==> src/rtl/move_sequencer_if.sv <==
// Bundle of the move request, board RAM and checkDistance signals around move_sequencer.
// The sequencer is the slave side; the requester/board/checker environment is the master side.
interface move_sequencer_if;
    logic       moveValid;
    logic       moveReady;
    logic [5:0] fromPos;
    logic [5:0] toPos;
    logic [5:0] boardAddr;
    logic [3:0] boardData;
    logic       boardWe;
    logic [5:0] boardWAddr;
    logic [3:0] boardWData;
    logic [5:0] currentPosition;
    logic [5:0] targetPosition;
    logic [3:0] currentPiece;
    logic [3:0] targetPiece;
    logic       allowDistance;
    logic       doneValid;
    logic       doneOk;
    logic [2:0] doneCode;
    logic       blackToMove;
    logic [7:0] moveCount;

    modport slave (
        input  moveValid, fromPos, toPos, boardData, allowDistance,
        output moveReady, boardAddr, boardWe, boardWAddr, boardWData,
               currentPosition, targetPosition, currentPiece, targetPiece,
               doneValid, doneOk, doneCode, blackToMove, moveCount
    );

    modport master (
        output moveValid, fromPos, toPos, boardData, allowDistance,
        input  moveReady, boardAddr, boardWe, boardWAddr, boardWData,
               currentPosition, targetPosition, currentPiece, targetPiece,
               doneValid, doneOk, doneCode, blackToMove, moveCount
    );
endinterface

==> src/rtl/move_sequencer.sv <==
// Sequences one chess move: reads both squares, waits on checkDistance, applies the
// turn/ownership/emptiness rules, then commits the move to the board or rejects it.
module move_sequencer #(
    parameter int unsigned CHECK_LAT = 1
) (
    input  logic            clk,
    input  logic            rst_n,
    move_sequencer_if.slave bus
);
    localparam logic [3:0] LatCnt = 4'(CHECK_LAT);

    typedef enum logic [2:0] {
        StIdle, StRdFrom, StRdTo, StCapt, StCheck, StWrTo, StWrFrom, StDone
    } state_e;

    state_e     state_q;
    logic [5:0] from_q, to_q;
    logic [3:0] from_piece_q;
    logic [3:0] cnt_q;
    logic       ready_q;
    logic [5:0] addr_q;
    logic       we_q;
    logic [5:0] waddr_q;
    logic [3:0] wdata_q;
    logic [5:0] cur_pos_q, tgt_pos_q;
    logic [3:0] cur_piece_q, tgt_piece_q;
    logic       done_valid_q, done_ok_q;
    logic [2:0] done_code_q;
    logic       black_q;
    logic [7:0] count_q;

    // Type 7 is treated exactly like an empty square.
    logic       src_empty, tgt_empty;
    logic [2:0] rule_code;

    assign src_empty = (cur_piece_q[2:0] == 3'd0) || (cur_piece_q[2:0] == 3'd7);
    assign tgt_empty = (tgt_piece_q[2:0] == 3'd0) || (tgt_piece_q[2:0] == 3'd7);

    always_comb begin
        rule_code = 3'd0;
        if (cur_pos_q == tgt_pos_q) begin
            rule_code = 3'd1;
        end else if (src_empty) begin
            rule_code = 3'd2;
        end else if (cur_piece_q[3] != black_q) begin
            rule_code = 3'd3;
        end else if (!tgt_empty && (tgt_piece_q[3] == cur_piece_q[3])) begin
            rule_code = 3'd4;
        end else if (!bus.allowDistance) begin
            rule_code = 3'd5;
        end
    end

    always_ff @(posedge clk or negedge rst_n) begin
        if (!rst_n) begin
            state_q      <= StIdle;
            from_q       <= 6'd0;
            to_q         <= 6'd0;
            from_piece_q <= 4'd0;
            cnt_q        <= 4'd0;
            ready_q      <= 1'b1;
            addr_q       <= 6'd0;
            we_q         <= 1'b0;
            waddr_q      <= 6'd0;
            wdata_q      <= 4'd0;
            cur_pos_q    <= 6'd0;
            tgt_pos_q    <= 6'd0;
            cur_piece_q  <= 4'd0;
            tgt_piece_q  <= 4'd0;
            done_valid_q <= 1'b0;
            done_ok_q    <= 1'b0;
            done_code_q  <= 3'd0;
            black_q      <= 1'b0;
            count_q      <= 8'd0;
        end else begin
            we_q         <= 1'b0;
            done_valid_q <= 1'b0;
            unique case (state_q)
                StIdle: begin
                    if (bus.moveValid) begin
                        from_q  <= bus.fromPos;
                        to_q    <= bus.toPos;
                        addr_q  <= bus.fromPos;
                        ready_q <= 1'b0;
                        state_q <= StRdFrom;
                    end
                end
                StRdFrom: begin
                    addr_q  <= to_q;
                    state_q <= StRdTo;
                end
                StRdTo: begin
                    from_piece_q <= bus.boardData;
                    state_q      <= StCapt;
                end
                StCapt: begin
                    cur_pos_q   <= from_q;
                    tgt_pos_q   <= to_q;
                    cur_piece_q <= from_piece_q;
                    tgt_piece_q <= bus.boardData;
                    cnt_q       <= 4'd0;
                    state_q     <= StCheck;
                end
                StCheck: begin
                    cnt_q <= cnt_q + 4'd1;
                    // The checker inputs have now been stable for CHECK_LAT cycles.
                    if (cnt_q + 4'd1 == LatCnt) begin
                        done_code_q <= rule_code;
                        done_ok_q   <= (rule_code == 3'd0);
                        if (rule_code == 3'd0) begin
                            we_q    <= 1'b1;
                            waddr_q <= to_q;
                            wdata_q <= from_piece_q;
                            state_q <= StWrTo;
                        end else begin
                            done_valid_q <= 1'b1;
                            state_q      <= StDone;
                        end
                    end
                end
                StWrTo: begin
                    we_q    <= 1'b1;
                    waddr_q <= from_q;
                    wdata_q <= 4'd0;
                    state_q <= StWrFrom;
                end
                StWrFrom: begin
                    done_valid_q <= 1'b1;
                    state_q      <= StDone;
                end
                StDone: begin
                    if (done_ok_q) begin
                        black_q <= ~black_q;
                        if (count_q != 8'hFF) begin
                            count_q <= count_q + 8'd1;
                        end
                    end
                    ready_q <= 1'b1;
                    state_q <= StIdle;
                end
            endcase
        end
    end

    assign bus.moveReady       = ready_q;
    assign bus.boardAddr       = addr_q;
    assign bus.boardWe         = we_q;
    assign bus.boardWAddr      = waddr_q;
    assign bus.boardWData      = wdata_q;
    assign bus.currentPosition = cur_pos_q;
    assign bus.targetPosition  = tgt_pos_q;
    assign bus.currentPiece    = cur_piece_q;
    assign bus.targetPiece     = tgt_piece_q;
    assign bus.doneValid       = done_valid_q;
    assign bus.doneOk          = done_ok_q;
    assign bus.doneCode        = done_code_q;
    assign bus.blackToMove     = black_q;
    assign bus.moveCount       = count_q;
endmodule

==> src/flat_wrapper.sv <==
// flat-port wrapper written by rule: the top's interface ports become plain ports
module move_sequencer_flat 
#(
    parameter int unsigned CHECK_LAT = 1
)
  (clk, rst_n, bus_moveValid, bus_fromPos, bus_toPos, bus_boardData, bus_allowDistance, bus_moveReady, bus_boardAddr, bus_boardWe, bus_boardWAddr, bus_boardWData, bus_currentPosition, bus_targetPosition, bus_currentPiece, bus_targetPiece, bus_doneValid, bus_doneOk, bus_doneCode, bus_blackToMove, bus_moveCount);
  move_sequencer_if bus_i ();
  input  logic clk;
  input  logic rst_n;
  input wire logic [$bits(bus_i.moveValid)-1:0] bus_moveValid;
  input wire logic [$bits(bus_i.fromPos)-1:0] bus_fromPos;
  input wire logic [$bits(bus_i.toPos)-1:0] bus_toPos;
  input wire logic [$bits(bus_i.boardData)-1:0] bus_boardData;
  input wire logic [$bits(bus_i.allowDistance)-1:0] bus_allowDistance;
  output wire logic [$bits(bus_i.moveReady)-1:0] bus_moveReady;
  output wire logic [$bits(bus_i.boardAddr)-1:0] bus_boardAddr;
  output wire logic [$bits(bus_i.boardWe)-1:0] bus_boardWe;
  output wire logic [$bits(bus_i.boardWAddr)-1:0] bus_boardWAddr;
  output wire logic [$bits(bus_i.boardWData)-1:0] bus_boardWData;
  output wire logic [$bits(bus_i.currentPosition)-1:0] bus_currentPosition;
  output wire logic [$bits(bus_i.targetPosition)-1:0] bus_targetPosition;
  output wire logic [$bits(bus_i.currentPiece)-1:0] bus_currentPiece;
  output wire logic [$bits(bus_i.targetPiece)-1:0] bus_targetPiece;
  output wire logic [$bits(bus_i.doneValid)-1:0] bus_doneValid;
  output wire logic [$bits(bus_i.doneOk)-1:0] bus_doneOk;
  output wire logic [$bits(bus_i.doneCode)-1:0] bus_doneCode;
  output wire logic [$bits(bus_i.blackToMove)-1:0] bus_blackToMove;
  output wire logic [$bits(bus_i.moveCount)-1:0] bus_moveCount;
  assign bus_i.moveValid = bus_moveValid;
  assign bus_i.fromPos = bus_fromPos;
  assign bus_i.toPos = bus_toPos;
  assign bus_i.boardData = bus_boardData;
  assign bus_i.allowDistance = bus_allowDistance;
  assign bus_moveReady = bus_i.moveReady;
  assign bus_boardAddr = bus_i.boardAddr;
  assign bus_boardWe = bus_i.boardWe;
  assign bus_boardWAddr = bus_i.boardWAddr;
  assign bus_boardWData = bus_i.boardWData;
  assign bus_currentPosition = bus_i.currentPosition;
  assign bus_targetPosition = bus_i.targetPosition;
  assign bus_currentPiece = bus_i.currentPiece;
  assign bus_targetPiece = bus_i.targetPiece;
  assign bus_doneValid = bus_i.doneValid;
  assign bus_doneOk = bus_i.doneOk;
  assign bus_doneCode = bus_i.doneCode;
  assign bus_blackToMove = bus_i.blackToMove;
  assign bus_moveCount = bus_i.moveCount;
  move_sequencer #(.CHECK_LAT(CHECK_LAT)) u_core (.clk(clk), .rst_n(rst_n), .bus(bus_i));
endmodule
==> config.mk <==
export PLATFORM = sky130hd
export DESIGN_NAME = move_sequencer_flat
export DESIGN_NICKNAME = d
export VERILOG_FILES = /design/src/rtl/move_sequencer_if.sv /design/src/rtl/move_sequencer.sv /design/src/flat_wrapper.sv
export SDC_FILE = /design/constraint.sdc
export NUM_CORES = 1
export LEC_CHECK = 0
export ABC_CLOCK_PERIOD_IN_PS = 2350
export CORE_UTILIZATION = 51
export CTS_CLUSTER_SIZE = 14
export DETAILED_ROUTE_END_ITERATION = 8
export PLACE_DENSITY = 0.8
export RECOVER_POWER = 25
export SLEW_MARGIN = 20
export SYNTH_ARGS = -nofsm -noshare
export SYNTH_HDL_FRONTEND = slang
export SYNTH_SLANG_ARGS = --single-unit
==> constraint.sdc <==
create_clock -name clk -period 2.35 [get_ports clk]
set_input_delay 0.47 -clock clk [delete_from_list [all_inputs] [get_ports clk]]
set_output_delay 0.47 -clock clk [all_outputs]
set_load 0.01 [all_outputs]
# --- Word-level counts from Yosys, hierarchy flattened ---
# Index checks and enable logic that the tools add are counted.
totals:
  regBits: 75
  in_bits: 20
  output_inout_bits: 52
  wordCells: 85
op_classes:
  add_sub_neg: 2
  eq_ne: 17
  muxes: 26
  bitwise_logic: 1
  reduce_logical: 20
ops:
  columns: ["op", "count"]
  rows:
  - ["case mux 3 bit (8 select lines)", 1]
  - ["case mux 6 bit (2 select lines)", 2]
  - ["2-to-1 mux 3 bit", 7]
  - ["equality test 3 bit (second input constant)", 6]
  - ["2-to-1 mux 6 bit", 3]
  - ["case mux 4 bit (2 select lines)", 2]
  - ["logical NOT 3 bit", 4]
  - ["AND reduction 2 bit", 6]
  - ["adder 8 x 1 -> 8 bit (second input constant)", 1]
  - ["2-to-1 mux 4 bit", 2]
  - ["!= test 8 bit (second input constant)", 1]
  - ["nonzero test 2 bit", 4]
  - ["equality test 3 x 2 -> 1 bit (second input constant)", 2]
  - ["equality test 6 bit", 1]
  - ["case mux 1 bit (2 select lines)", 3]
  - ["AND reduction 3 bit", 2]
  - ["2-to-1 mux 1 bit", 5]
  - ["adder 4 x 1 -> 4 bit (second input constant)", 1]
  - ["equality test 4 x 1 -> 1 bit (second input constant)", 1]
  - ["!= test 2 x 1 -> 1 bit (second input constant)", 2]
  - ["equality test 3 x 1 -> 1 bit (second input constant)", 1]
  - ["logical OR 1 bit", 2]
  - ["2-to-1 mux 2 bit", 1]
  - ["!= test 2 bit (second input constant)", 1]
  - ["other kinds (5)", 5]

# --- Logic depth before layout (Yosys ltp) ---
# Gate-level depths: netlist (run 1).
depth:
  word_depth: 12
  ltp_mapped: 8
  ltp_nobuf: 6

# --- Least setup slack after synthesis (run 1) ---
# Ideal clock, no wire load.
synth_timing:
  path_kind: "flip-flop to flip-flop"
  startpoint: "register u_core.cnt_q[1]"
  endpoint: "register u_core.done_code_q[1] (netlist: u_core.bus.doneCode[1])"
  arrival_time_ns: 1.614
  slack_ns: 0.615
  stages_incl_launch_ff: 6
  path_buffers: 1
  period_less_slack_ns: 1.735
  cell_sequence: "dfrtp_1 ha_1 or3_1 a21bo_2 buf_6 a22o_1"
synth_via:
  elab_chain_cells: 3
synth_rtl:
  columns: ["element", "line_no", "rtl"]
  rows:
  - ["from (decl)", "move_sequencer.sv:19", "logic [3:0] cnt_q;"]
  - ["from (signal assigned)", "move_sequencer.sv:105", "cnt_q <= cnt_q + 4'd1;"]
  - ["adder 4 x 1 -> 4 bit", "move_sequencer.sv:107", "if (cnt_q + 4'd1 == LatCnt) begin"]
  - ["equality test 4 x 1 -> 1 bit", "move_sequencer.sv:107", null]
  - ["AND reduction 2 bit (no source line)", null, null]
  - ["to (signal assigned)", "move_sequencer.sv:108", "done_code_q <= rule_code;"]
  - ["to (decl)", "move_sequencer.sv:28", "logic [2:0] done_code_q;"]
# No other way between the ends.
# A chain may end at the register's enable or synchronous reset.

# --- Worst setup path in the final report (run 1) ---
layout_timing:
  startpoint: "register u_core.cnt_q[0]"
  endpoint: "register u_core.done_valid_q (netlist: u_core.bus.doneValid)"
layout_via:
  elab_chain_cells: 4
layout_rtl:
  columns: ["element", "line_no", "rtl"]
  rows:
  - ["adder 4 x 1 -> 4 bit", "move_sequencer.sv:107", null]
  - ["equality test 4 x 1 -> 1 bit", "move_sequencer.sv:107", null]
  - ["2-to-1 mux 1 bit", "move_sequencer.sv:107", null]
  - ["case mux 1 bit (2 select lines)", "move_sequencer.sv:78", "unique case (state_q)"]
  - ["to (signal assigned)", "move_sequencer.sv:77", "done_valid_q <= 1'b0;"]
  - ["to (signal assigned)", "move_sequencer.sv:116", "done_valid_q <= 1'b1;"]
  - ["to (signal assigned)", "move_sequencer.sv:128", "done_valid_q <= 1'b1;"]
  - ["to (decl)", "move_sequencer.sv:27", "logic done_valid_q, done_ok_q;"]
# No other way between the ends.

==> impl_metrics.ini, run 1 <==
[outcome]
status = finished, violations left
violations = capacitance limit, slew limit

[floorplanning]
core_mm2 = 0.00639
io_pins = 72
initial_utilization_pct = 53.2
rows = 29
die_y_um = 83.6
dieArea_mm2 = 0.00699
die_w_um = 83.6

[detailed_routing]
wl_per_cell_um = 16.0
wl_um = 7050
first_iter_violations = 139
via_count = 2484
drc = 0
via_per_inst = 5.63
dr.pass1.iters = 4
ant_nets = 0

[timing]
rsz0062_at_grt = no
final.setup.tns_ns = 0
fin_crit_ns = 1.95
drv_slew = 76
worst_pin_slew_ns = 1.81
worst_hold_slack_ns = 0.497
finalClockSkew_ns = 0.00715
fin_crit_sh_pct = 83.1
setup_viol = 0
slew_headroom_pct = -20.5
fmax_ghz = 0.512
hold_viol_final = 0

[cts]
cts_max_path_buffers = 2
cts_hold_buf = 0
h-tree-depth = 3
cts_sinks = 75
worst_skew_pair.late_latency_ns = 0.34
cts_resized = 0
path_clk_slew_ns = 0.08
cts-root-buf = clkbuf_8
cts_setup_buffers = 0
cts_tree = yes
numCtsBuffers = 9

[placement]
dp.final_hpwl_um = 4950
portBuffers = 71
gp_congestion = 0.802

[synth]
syn-cell-area_mm2 = 0.00340
synthFlopType = dfrtp_1
synth_area_per_cell_um2 = 11.8
yosys.cell_types.count = 50
synth_edf_count = 0
ys_seq_area_share_pct = 55.3
synthCells = 287
syn_nets = 310
ys_ff_latch = 75
yosys_warnings = 0
async_reset_ff_share_pct = 100

[power]
internal_power_mw = 3.91
p_sw_mw = 2.14
pwr-share-clk_pct = 18.3
pwr-share-comb_pct = 41.5
powerDensity_mw_per_mm2 = 1380
netSwitchingFraction_pct = 35.3
ir_worst_vdd_mv = 0.815
power_leakage_nw = 1.90
pwr-share-seq_pct = 40.1

[final_layout]
drive_gt1_share_pct = 19.5
nets = 382
num_antenna_cells = 0
nFillCells = 499
area_growth_pct = 28.6
final_common_cell = dfrtp_1
final_cell_mix = dfrtp_1 (74), clkdlybuf4s50_1 (70), mux2_2 (37)

[setup_path]
critical_path.max_fanout = 9
rrSetupSlack_ns = 0.40
worstSetupPathType = flop to flop
endpoint_kind = flop
critPathLaunchType = flop
critPathRequiredTime_ns = 2.61
cp.arrival_ns = 2.21

[global_route]
grt.total_usage_pct = 21.6
grt_pass1_vias = 2461
antenna_found_initial = 0
grt_overflow = 0
grt_max_degree = 76
grt_pass1_wl_um = 11900

[min_path]
hold_path_class = flop to flop

[flow_run]
max_cap_viol_count = 1
[per-layer routing]
metal / GRT usage, % / vias to the layer above / share of wire [%]
met5: 0 / - / 0
met4: 7.09 / 0 / 1.6
met3: 5.74 / 12 / 4.5
met2: 35.5 / 68 / 50
met1: 27.8 / 1237 / 44
li1: - / 1167 / -
[through the flow]
stage	total power, mW	utilization [%]	instances	setup WS [ns]	instance area (µm²)
after floorplan	3.84	-	287	0.615	3400
after global placement	4.87	65.1	425	0.356	4160
after detailed placement	4.98	65.1	425	0.285	4160
after CTS	6.09	68.7	441	0.381	4380
after global routing	6.43	68.4	441	0.167	4370
final	6.05	68.4	441	0.397	4370
[logic make-up (layout without fill, tap and decap cells)]
kind of cell             Yosys count  after routing  share of synthesized area, %
AND/OR/NAND/NOR                   76             76                          11.3
flip-flops                        75             75                          55.3
AO/OA/AOI/OAI                     57             57                          11.5
buffers and inverters             17             94                          2.65
XOR/XNOR                          16             16                          4.13
multiplexers                      43             43                          14.0
adder cells (fa/ha/maj)            3              3                          1.11
[power groups by stage]
stage | logic [mW] | clock network [mW] | registers [mW]
2_1_floorplan | 1.42 | 0 | 2.42
3_3_place_gp | 2.45 | 0 | 2.42
3_5_place_dp | 2.54 | 0 | 2.45
4_1_cts | 2.54 | 1.12 | 2.42
5_1_grt | 2.73 | 1.19 | 2.51
6_report | 2.51 | 1.11 | 2.43
[cell type report]
| class | count | area [µm²] | area share [%] |
|---|---|---|---|
| repair buffers | 74 | 726 | 16.6 |
| multi-input cells | 195 | 1430 | 32.7 |
| flip-flops and latches | 75 | 1880 | 43.0 |
| inverters | 4 | 15.0 | 0.344 |
| clock inverters | 6 | 87.6 | 2.00 |
| well taps | 77 | 96.3 | 2.21 |
| clock buffers | 10 | 138 | 3.15 |
[critical path, stage by stage (launching register included)]
cell and delay (ns):
dfrtp_1 0.47, ha_1 0.26, or3_1 0.42, a21boi_0 0.41
a21oi_1 0.13, nor3b_1 0.19
[Yosys cell counts (3+ instances only)]
cell	instances	area [µm²]
xnor2_1	13	114
nand2_1	24	90.1
buf_2	3	15.0
nand3_1	12	60.1
ha_1	3	37.5
dfrtp_1	74	1850
nor3b_1	3	22.5
nor2_1	16	60.1
a21oi_1	12	60.1
inv_1	4	15.0
xor2_1	3	26.3
a31oi_1	8	50.1
a221oi_1	3	26.3
mux2i_1	6	60.1
mux2_2	37	417
clkbuf_1	5	18.8
o21ai_0	17	85.1
[worst paths after layout]
path | endpoint | from | cells after the start
min | u_core.bus.doneCode[2]$_DFFE_PN0P_ | u_core.bus.doneCode[2]$_DFFE_PN0P_ | 2
min in group asynchronous | u_core.to_q[5]$_DFFE_PN0P_ | rst_n | 2
max in group asynchronous | u_core.bus.boardWAddr[1]$_DFFE_PN0P_ | rst_n | 2
min reg2reg | u_core.bus.doneCode[2]$_DFFE_PN0P_ | u_core.bus.doneCode[2]$_DFFE_PN0P_ | 2
max | u_core.bus.doneValid$_DFF_PN0_ | u_core.cnt_q[0]$_DFFE_PN0P_ | 5
max reg2reg | u_core.bus.doneValid$_DFF_PN0_ | u_core.cnt_q[0]$_DFFE_PN0P_ | 5
[sequential cells by signal, indices dropped and copies added, names as in the netlist, 3 cells and up]
name,count
u_core.from_q,6
u_core.from_piece_q,4
u_core.state_q,3
u_core.to_q,6
u_core.cnt_q,4
u_core.bus.doneCode,3
u_core.bus.boardAddr,6
u_core.bus.targetPiece,4
u_core.bus.targetPosition,6
u_core.bus.currentPosition,6
u_core.bus.boardWAddr,6
u_core.bus.currentPiece,4
u_core.bus.boardWData,4
u_core.bus.moveCount,8
No activity file was read; power rests on OpenSTA's default activity.
==> run 2, diff against run 1 <==
--- a/config.mk
+++ b/config.mk
@@ -5,7 +5,7 @@
 export SDC_FILE = /design/constraint.sdc
 export NUM_CORES = 1
 export LEC_CHECK = 0
-export ABC_CLOCK_PERIOD_IN_PS = 2350
+export ABC_CLOCK_PERIOD_IN_PS = 1800
 export CORE_UTILIZATION = 51
 export CTS_CLUSTER_SIZE = 14
 export DETAILED_ROUTE_END_ITERATION = 8
==> constraint.sdc (replaced) <==
create_clock -name clk -period 1.8 [get_ports clk]
set_input_delay 0.36 -clock clk [delete_from_list [all_inputs] [get_ports clk]]
set_output_delay 0.36 -clock clk [all_outputs]
set_load 0.01 [all_outputs]
==> run 2 against run 1 <==
  * The run ends with setup timing left
  * Register-to-register slack lost 0.42 ns
  * Maximum frequency up 7.4%
  * Non-clock buffer count up 19
  * Global-route usage up 2.0 points
  * Clock power grew 58%
  * Sequential share of layout area down 2.6 points
  * Utilization increased by 4.5 points
  * Die area unchanged
  * Setup slack lost 0.42 ns
  * Largest power group unchanged
==> impl_metrics.ini, run 2 (synthesized netlist as in run 1, its figures left out) <==
[detailed_routing]
dr.pass1.iters = 4
via_per_inst = 5.81
wl_per_cell_um = 17.5
wl_um = 8100
ant_nets = 0
drt-met1-wl_um = 3500
via_count = 2683
first_iter_violations = 221
wl_met2_um = 3990
dr_wl_met3_um = 372
drc = 0
top_layer = met4

[final_layout]
final_common_cell = dfrtp_1
final_cell_mix = dfrtp_1 (71), clkdlybuf4s50_1 (69), mux2_2 (37)
nets = 403
nFillCells = 447
regArea_mm2 = 0.00188
num_antenna_cells = 0
multi_input_area_mm2 = 0.00150
fin_cells = 462
largest_reg_flops = 8
drive_gt1_share_pct = 25.5
area_growth_pct = 37.0

[power]
p_sw_mw = 3.14
pwr-share-clk_pct = 19.8
internal_power_mw = 5.68
power_leakage_nw = 2.03
ir_worst_vdd_mv = 1.22
pwr-share-seq_pct = 35.0
netSwitchingFraction_pct = 35.6
powerDensity_mw_per_mm2 = 1900
pwr-share-comb_pct = 45.2

[placement]
dp.cells = 442
dp.final_hpwl_um = 5130
portBuffers = 71
gp_congestion = 0.809

[floorplanning]
dieArea_mm2 = 0.00699
die_w_um = 83.6
core_mm2 = 0.00639
io_pins = 72
initial_utilization_pct = 53.2
rows = 29
die_y_um = 83.6

[global_route]
grt_overflow = 0
grt_max_degree = 76
grt.total_usage_pct = 23.6
grt_pass1_vias = 2648
antenna_found_initial = 0
grt_pass1_wl_um = 12900

[outcome]
status = finished, violations left
violations = setup timing

[setup_path]
r2r-start = u_core.bus.targetPiece[1]$_DFFE_PN0P_
critPathLaunchType = flop
cp.arrival_ns = 2.05
reg2reg_to = u_core.bus.boardWAddr[5]$_DFFE_PN0P_
endpoint = u_core.bus.boardWAddr[5]$_DFFE_PN0P_
worstSetupPathType = flop to flop
critical_path.max_fanout = 5
critPathRequiredTime_ns = 2.03
reg2reg_depth = 5
endpoint_kind = flop
crit_start = u_core.bus.targetPiece[1]$_DFFE_PN0P_
rrSetupSlack_ns = -0.02

[cts]
worst_skew_pair.late_latency_ns = 0.36
cts-root-buf = clkbuf_8
h-tree-depth = 3
cts_max_path_buffers = 2
path_clk_slew_ns = 0.08
cts_sinks = 75
numCtsBuffers = 9
cts_tree = yes

[timing]
final.setup.tns_ns = -0.0190
worst_pin_slew_ns = 0.988
slew_headroom_pct = 34.1
rsz0062_at_grt = yes
hold_viol_final = 0
setup_viol = 1
drv_slew = 0
fmax_ghz = 0.550
setup_slack_ns = -0.0190
fin_crit_sh_pct = 101
finalClockSkew_ns = 0.0117
fin_crit_ns = 1.82

[flow_run]
max_cap_viol_count = 0

[min_path]
hold_path_class = primary input to asynchronous set/reset pin
[run 2: cell count changes in the layout (fill, tap and decap cells not counted), sizes merged]
cell           previous run  this run
clkinv                    3         1
o211a                     1         2
o211ai                    1         2
bufinv                    2         4
clkinvlp                  0         1
inv                       5         4
dlymetal6s2s              0         1
buf                       3        22
clkdlybuf4s50            70        69
[run 2: how the worst min path moves through the flow]
stage | startpoint | end
global route | rst_n | u_core.bus.boardAddr[5]$_DFFE_PN0P_
finish | rst_n | u_core.bus.boardAddr[5]$_DFFE_PN0P_
detailed placement | rst_n | u_core.bus.targetPosition[5]$_DFFE_PN0P_
floorplan | rst_n | u_core.bus.blackToMove$_DFFE_PN0P_
CTS | rst_n | u_core.bus.targetPosition[5]$_DFFE_PN0P_
global placement | rst_n | u_core.bus.boardAddr[5]$_DFFE_PN0P_
[run 2: power by group through the flow]
stage / registers [mW] / logic [mW] / clock network [mW]
after floorplan: 3.16 / 1.86 / 0
after global placement: 3.06 / 3.54 / 0
after detailed placement: 3.08 / 3.65 / 0
after CTS: 3.05 / 3.72 / 1.75
after global routing: 3.18 / 4.27 / 1.84
final: 3.08 / 3.99 / 1.75
[run 2: routing by layer]
metal / global-route usage (%) / vias up
met5: 0 / -
li1: - / 1222
met4: 11.4 / 0
met2: 38.8 / 84
met3: 4.75 / 20
met1: 30.0 / 1357
[run 2: per-stage QoR]
stage	power, mW	hold slack [ns]	utilization, %	cell area, µm²	setup WS [ns]
final	8.82	0.277	72.9	4650	-0.0190
after floorplan	5.01	0.0644	-	3400	0.0647
after CTS	8.52	0.0407	71.6	4570	0.00106
after global placement	6.60	0.420	67.3	4300	0.000212
after global routing	9.28	0.363	72.9	4650	-0.0362
after detailed placement	6.73	0.422	67.3	4300	-0.0774
[run 2: area by class of cell]
class / count / area share, %
multi-input combinational: 197 / 32.3
inverter: 4 / 0.323
clock buffer: 10 / 2.96
sequential: 75 / 40.4
clock inverter: 6 / 2.93
timing repair buffer: 93 / 19.0
tap: 77 / 2.07
[run 2: worst max-delay path, cell delays in order (launching register included)]
cell      delay [ns]
dfrtp_1         0.39
or3_4           0.42
a31oi_4         0.33
o211ai_4        0.18
o21ai_1         0.25
a21oi_1         0.12
[run 2: what timing repair did]
| action | CTS | global route |
|---|---|---|
| pin swaps | 0 | 5 |
| setup endpoints to repair | 6 | 20 |
| gates cloned | 0 | 3 |
| hold buffers | 0 | 0 |
| gates resized for setup | 1 | 16 |
| hold endpoints to repair | 0 | 0 |
| setup buffers | 0 | 1 |
==> run 3, diff against run 2 <==
--- a/config.mk
+++ b/config.mk
@@ -6,10 +6,12 @@
 export NUM_CORES = 1
 export LEC_CHECK = 0
 export ABC_CLOCK_PERIOD_IN_PS = 1800
-export CORE_UTILIZATION = 51
+export CORE_MARGIN = 5
+export CORE_UTILIZATION = 55
 export CTS_CLUSTER_SIZE = 14
 export DETAILED_ROUTE_END_ITERATION = 8
-export PLACE_DENSITY = 0.8
+export DONT_BUFFER_PORTS = 1
+export PLACE_DENSITY = 0.7
 export RECOVER_POWER = 25
 export SLEW_MARGIN = 20
 export SYNTH_ARGS = -nofsm -noshare
==> run 3 against run 2 <==
  * The flow finishes with violations (hold timing)
  * Combinational power shrank 30%
  * Final area shrank 16%
  * Total power shrank 17%
  * Die area grew 12%
  * Final cell count shrank 15%
  * Largest cell class unchanged
==> impl_metrics.ini, run 3 (synthesized netlist as in run 1, its figures left out) <==
[outcome]
status = finished, violations left
violations = hold timing

[timing]
fmax_ghz = 0.580
worst_hold_slack_ns = -0.293
worst_pin_slew_ns = 0.557
hold_viol_final = 75
finalClockSkew_ns = 0.00766
fin_crit_sh_pct = 95.8
setup_slack_ns = 0.0757
fin_crit_ns = 1.72
setup_viol = 0
slew_headroom_pct = 62.8
drv_slew = 0

[flow_run]
max_cap_viol_count = 0

[setup_path]
reg2reg_to = u_core.bus.boardWAddr[5]$_DFFE_PN0P_
worst_path_largest_cell_delay_ns = 0.43
endpoint_kind = flop
worstSetupPathType = flop to flop
crit_slowest_cell = or3_4
r2r-start = u_core.cnt_q[0]$_DFFE_PN0P_
reg2reg_depth = 5
crit_family = compound AO/OA/AOI/OAI gates
critPathRequiredTime_ns = 2.02
rrSetupSlack_ns = 0.08
cp_cell_sequence = ha_1 -> or3_4 -> a21bo_4 -> o21ai_0 -> a21oi_1
critical_path.max_fanout = 13
critPathBufInv = 0
cp.arrival_ns = 1.95
critPathLaunchType = flop

[cts]
cts_max_path_buffers = 2
cts-root-buf = clkbuf_8
path_clk_slew_ns = 0.08
h-tree-depth = 3
cts_setup_buffers = 0
worst_skew_pair.late_latency_ns = 0.34
cts_sinks = 75
cts_tree = yes
numCtsBuffers = 9

[min_path]
hold_path_class = primary input to asynchronous set/reset pin

[detailed_routing]
via_per_inst = 5.79
first_iter_violations = 154
via_count = 2288
wl_per_cell_um = 18.7
drc = 0
wl_um = 7400
dr.pass1.iters = 4
ant_nets = 0

[final_layout]
final_area_mm2 = 0.00390
final_common_cell = dfrtp_1
drive_gt1_share_pct = 31.6
num_antenna_cells = 0
nets = 338
area_growth_pct = 14.7
largest_reg_flops = 8
final_cell_mix = dfrtp_1 (74), mux2_2 (37), buf_4 (28)

[placement]
portBuffers = 0
post-place-ws_ns = -0.0338
gp_congestion = 0.790
dpl_cell_area_mm2 = 0.00363
dp.final_hpwl_um = 5320

[floorplanning]
die_w_um = 88.6
initial_utilization_pct = 57.0
core_mm2 = 0.00596
dieArea_mm2 = 0.00785
rows = 28
die_y_um = 88.6
io_pins = 72

[global_route]
grt_overflow = 0
antenna_found_initial = 0
grt_pass1_wl_um = 11900
use_met2_pct = 31.9
grt_pass1_vias = 2367
grt_use_met3_pct = 6.98
busiest_layer = met2
grt_max_degree = 76
grt.total_usage_pct = 20.4
met1_usage_pct = 25.8

[power]
p_sw_mw = 2.79
pwr-share-clk_pct = 17.8
netSwitchingFraction_pct = 37.9
powerDensity_mw_per_mm2 = 1890
ir_worst_vdd_mv = 0.967
power_leakage_nw = 1.76
internal_power_mw = 4.56
pwr-share-comb_pct = 38.1
pwr-share-seq_pct = 44.1
## run 3: cell count changes in the layout (fill, tap and decap cells not counted), moves of 2 or more
| cell | before | now |
|---|---|---|
| o21ai_0 | 15 | 17 |
| clkinv_2 | 0 | 2 |
| clkdlybuf4s50_1 | 69 | 0 |
| bufinv_16 | 4 | 1 |
| o21ai_1 | 2 | 0 |
| buf_4 | 19 | 28 |
| dfrtp_2 | 3 | 0 |
| dfrtp_1 | 71 | 74 |
## run 3: cell type report
class	instances	area, µm²
multi-input cells	195	1480
well taps	75	93.8
repair buffers	30	226
clock buffers	12	155
clock inverters	4	48.8
flip-flops and latches	75	1880
fillers	478	2060
inverters	4	15.0
## run 3: through the flow
stage | hold WS (ns) | total power, mW | cells | utilization [%] | setup TNS (ns)
after floorplan | 0.0644 | 5.01 | 287 | - | 0
after global placement | 0.0682 | 5.86 | 378 | 61.0 | 0
after detailed placement | 0.0675 | 5.98 | 378 | 61.0 | -0.150
after CTS | -0.309 | 7.29 | 394 | 64.4 | -0.244
after global routing | -0.316 | 7.84 | 395 | 65.4 | -0.0198
final | -0.293 | 7.35 | 395 | 65.4 | 0
## run 3: worst max-delay path by stage
stage	from	to	slack (ns)	cells past startpoint
after detailed placement	u_core.cnt_q[0]$_DFFE_PN0P_	u_core.bus.boardWData[2]$_DFFE_PN0P_	-0.03	5
final	u_core.cnt_q[0]$_DFFE_PN0P_	u_core.bus.boardWAddr[5]$_DFFE_PN0P_	0.08	5
after floorplan	u_core.cnt_q[1]$_DFFE_PN0P_	u_core.bus.doneCode[1]$_DFFE_PN0P_	0.06	5
after global placement	u_core.cnt_q[0]$_DFFE_PN0P_	u_core.bus.boardWData[0]$_DFFE_PN0P_	0.04	5
after CTS	u_core.cnt_q[0]$_DFFE_PN0P_	u_core.state_q[1]$_DFFE_PN0P_	-0.05	6
after global routing	u_core.cnt_q[0]$_DFFE_PN0P_	u_core.bus.boardWAddr[1]$_DFFE_PN0P_	-0.02	6
## run 3: what timing repair did
action,CTS,global route
pin swaps,0,1
setup endpoints to repair,5,17
gates cloned,0,1
resized for setup,0,13
endpoints found under the hold margin,75,75
## run 3: worst reg2reg max path, cell delays in order, from the launching register on
cell and delay, ns:
dfrtp_1 0.39, ha_1 0.23, or3_4 0.43, a21bo_4 0.29, o21ai_0 0.18, a21oi_1 0.09
## run 3: per-layer routing
metal	vias up	wire length, µm
met5	-	0
met2	70	3580
li1	1073	-
met1	1134	3090
met4	0	141
met3	11	586
## run 3: power by group through the flow
stage | registers, mW | logic [mW] | clock network [mW]
floorplan | 3.16 | 1.86 | 0
global placement | 3.25 | 2.61 | 0
detailed placement | 3.27 | 2.70 | 0
CTS | 3.25 | 2.71 | 1.33
global route | 3.35 | 3.08 | 1.41
finish | 3.24 | 2.80 | 1.31
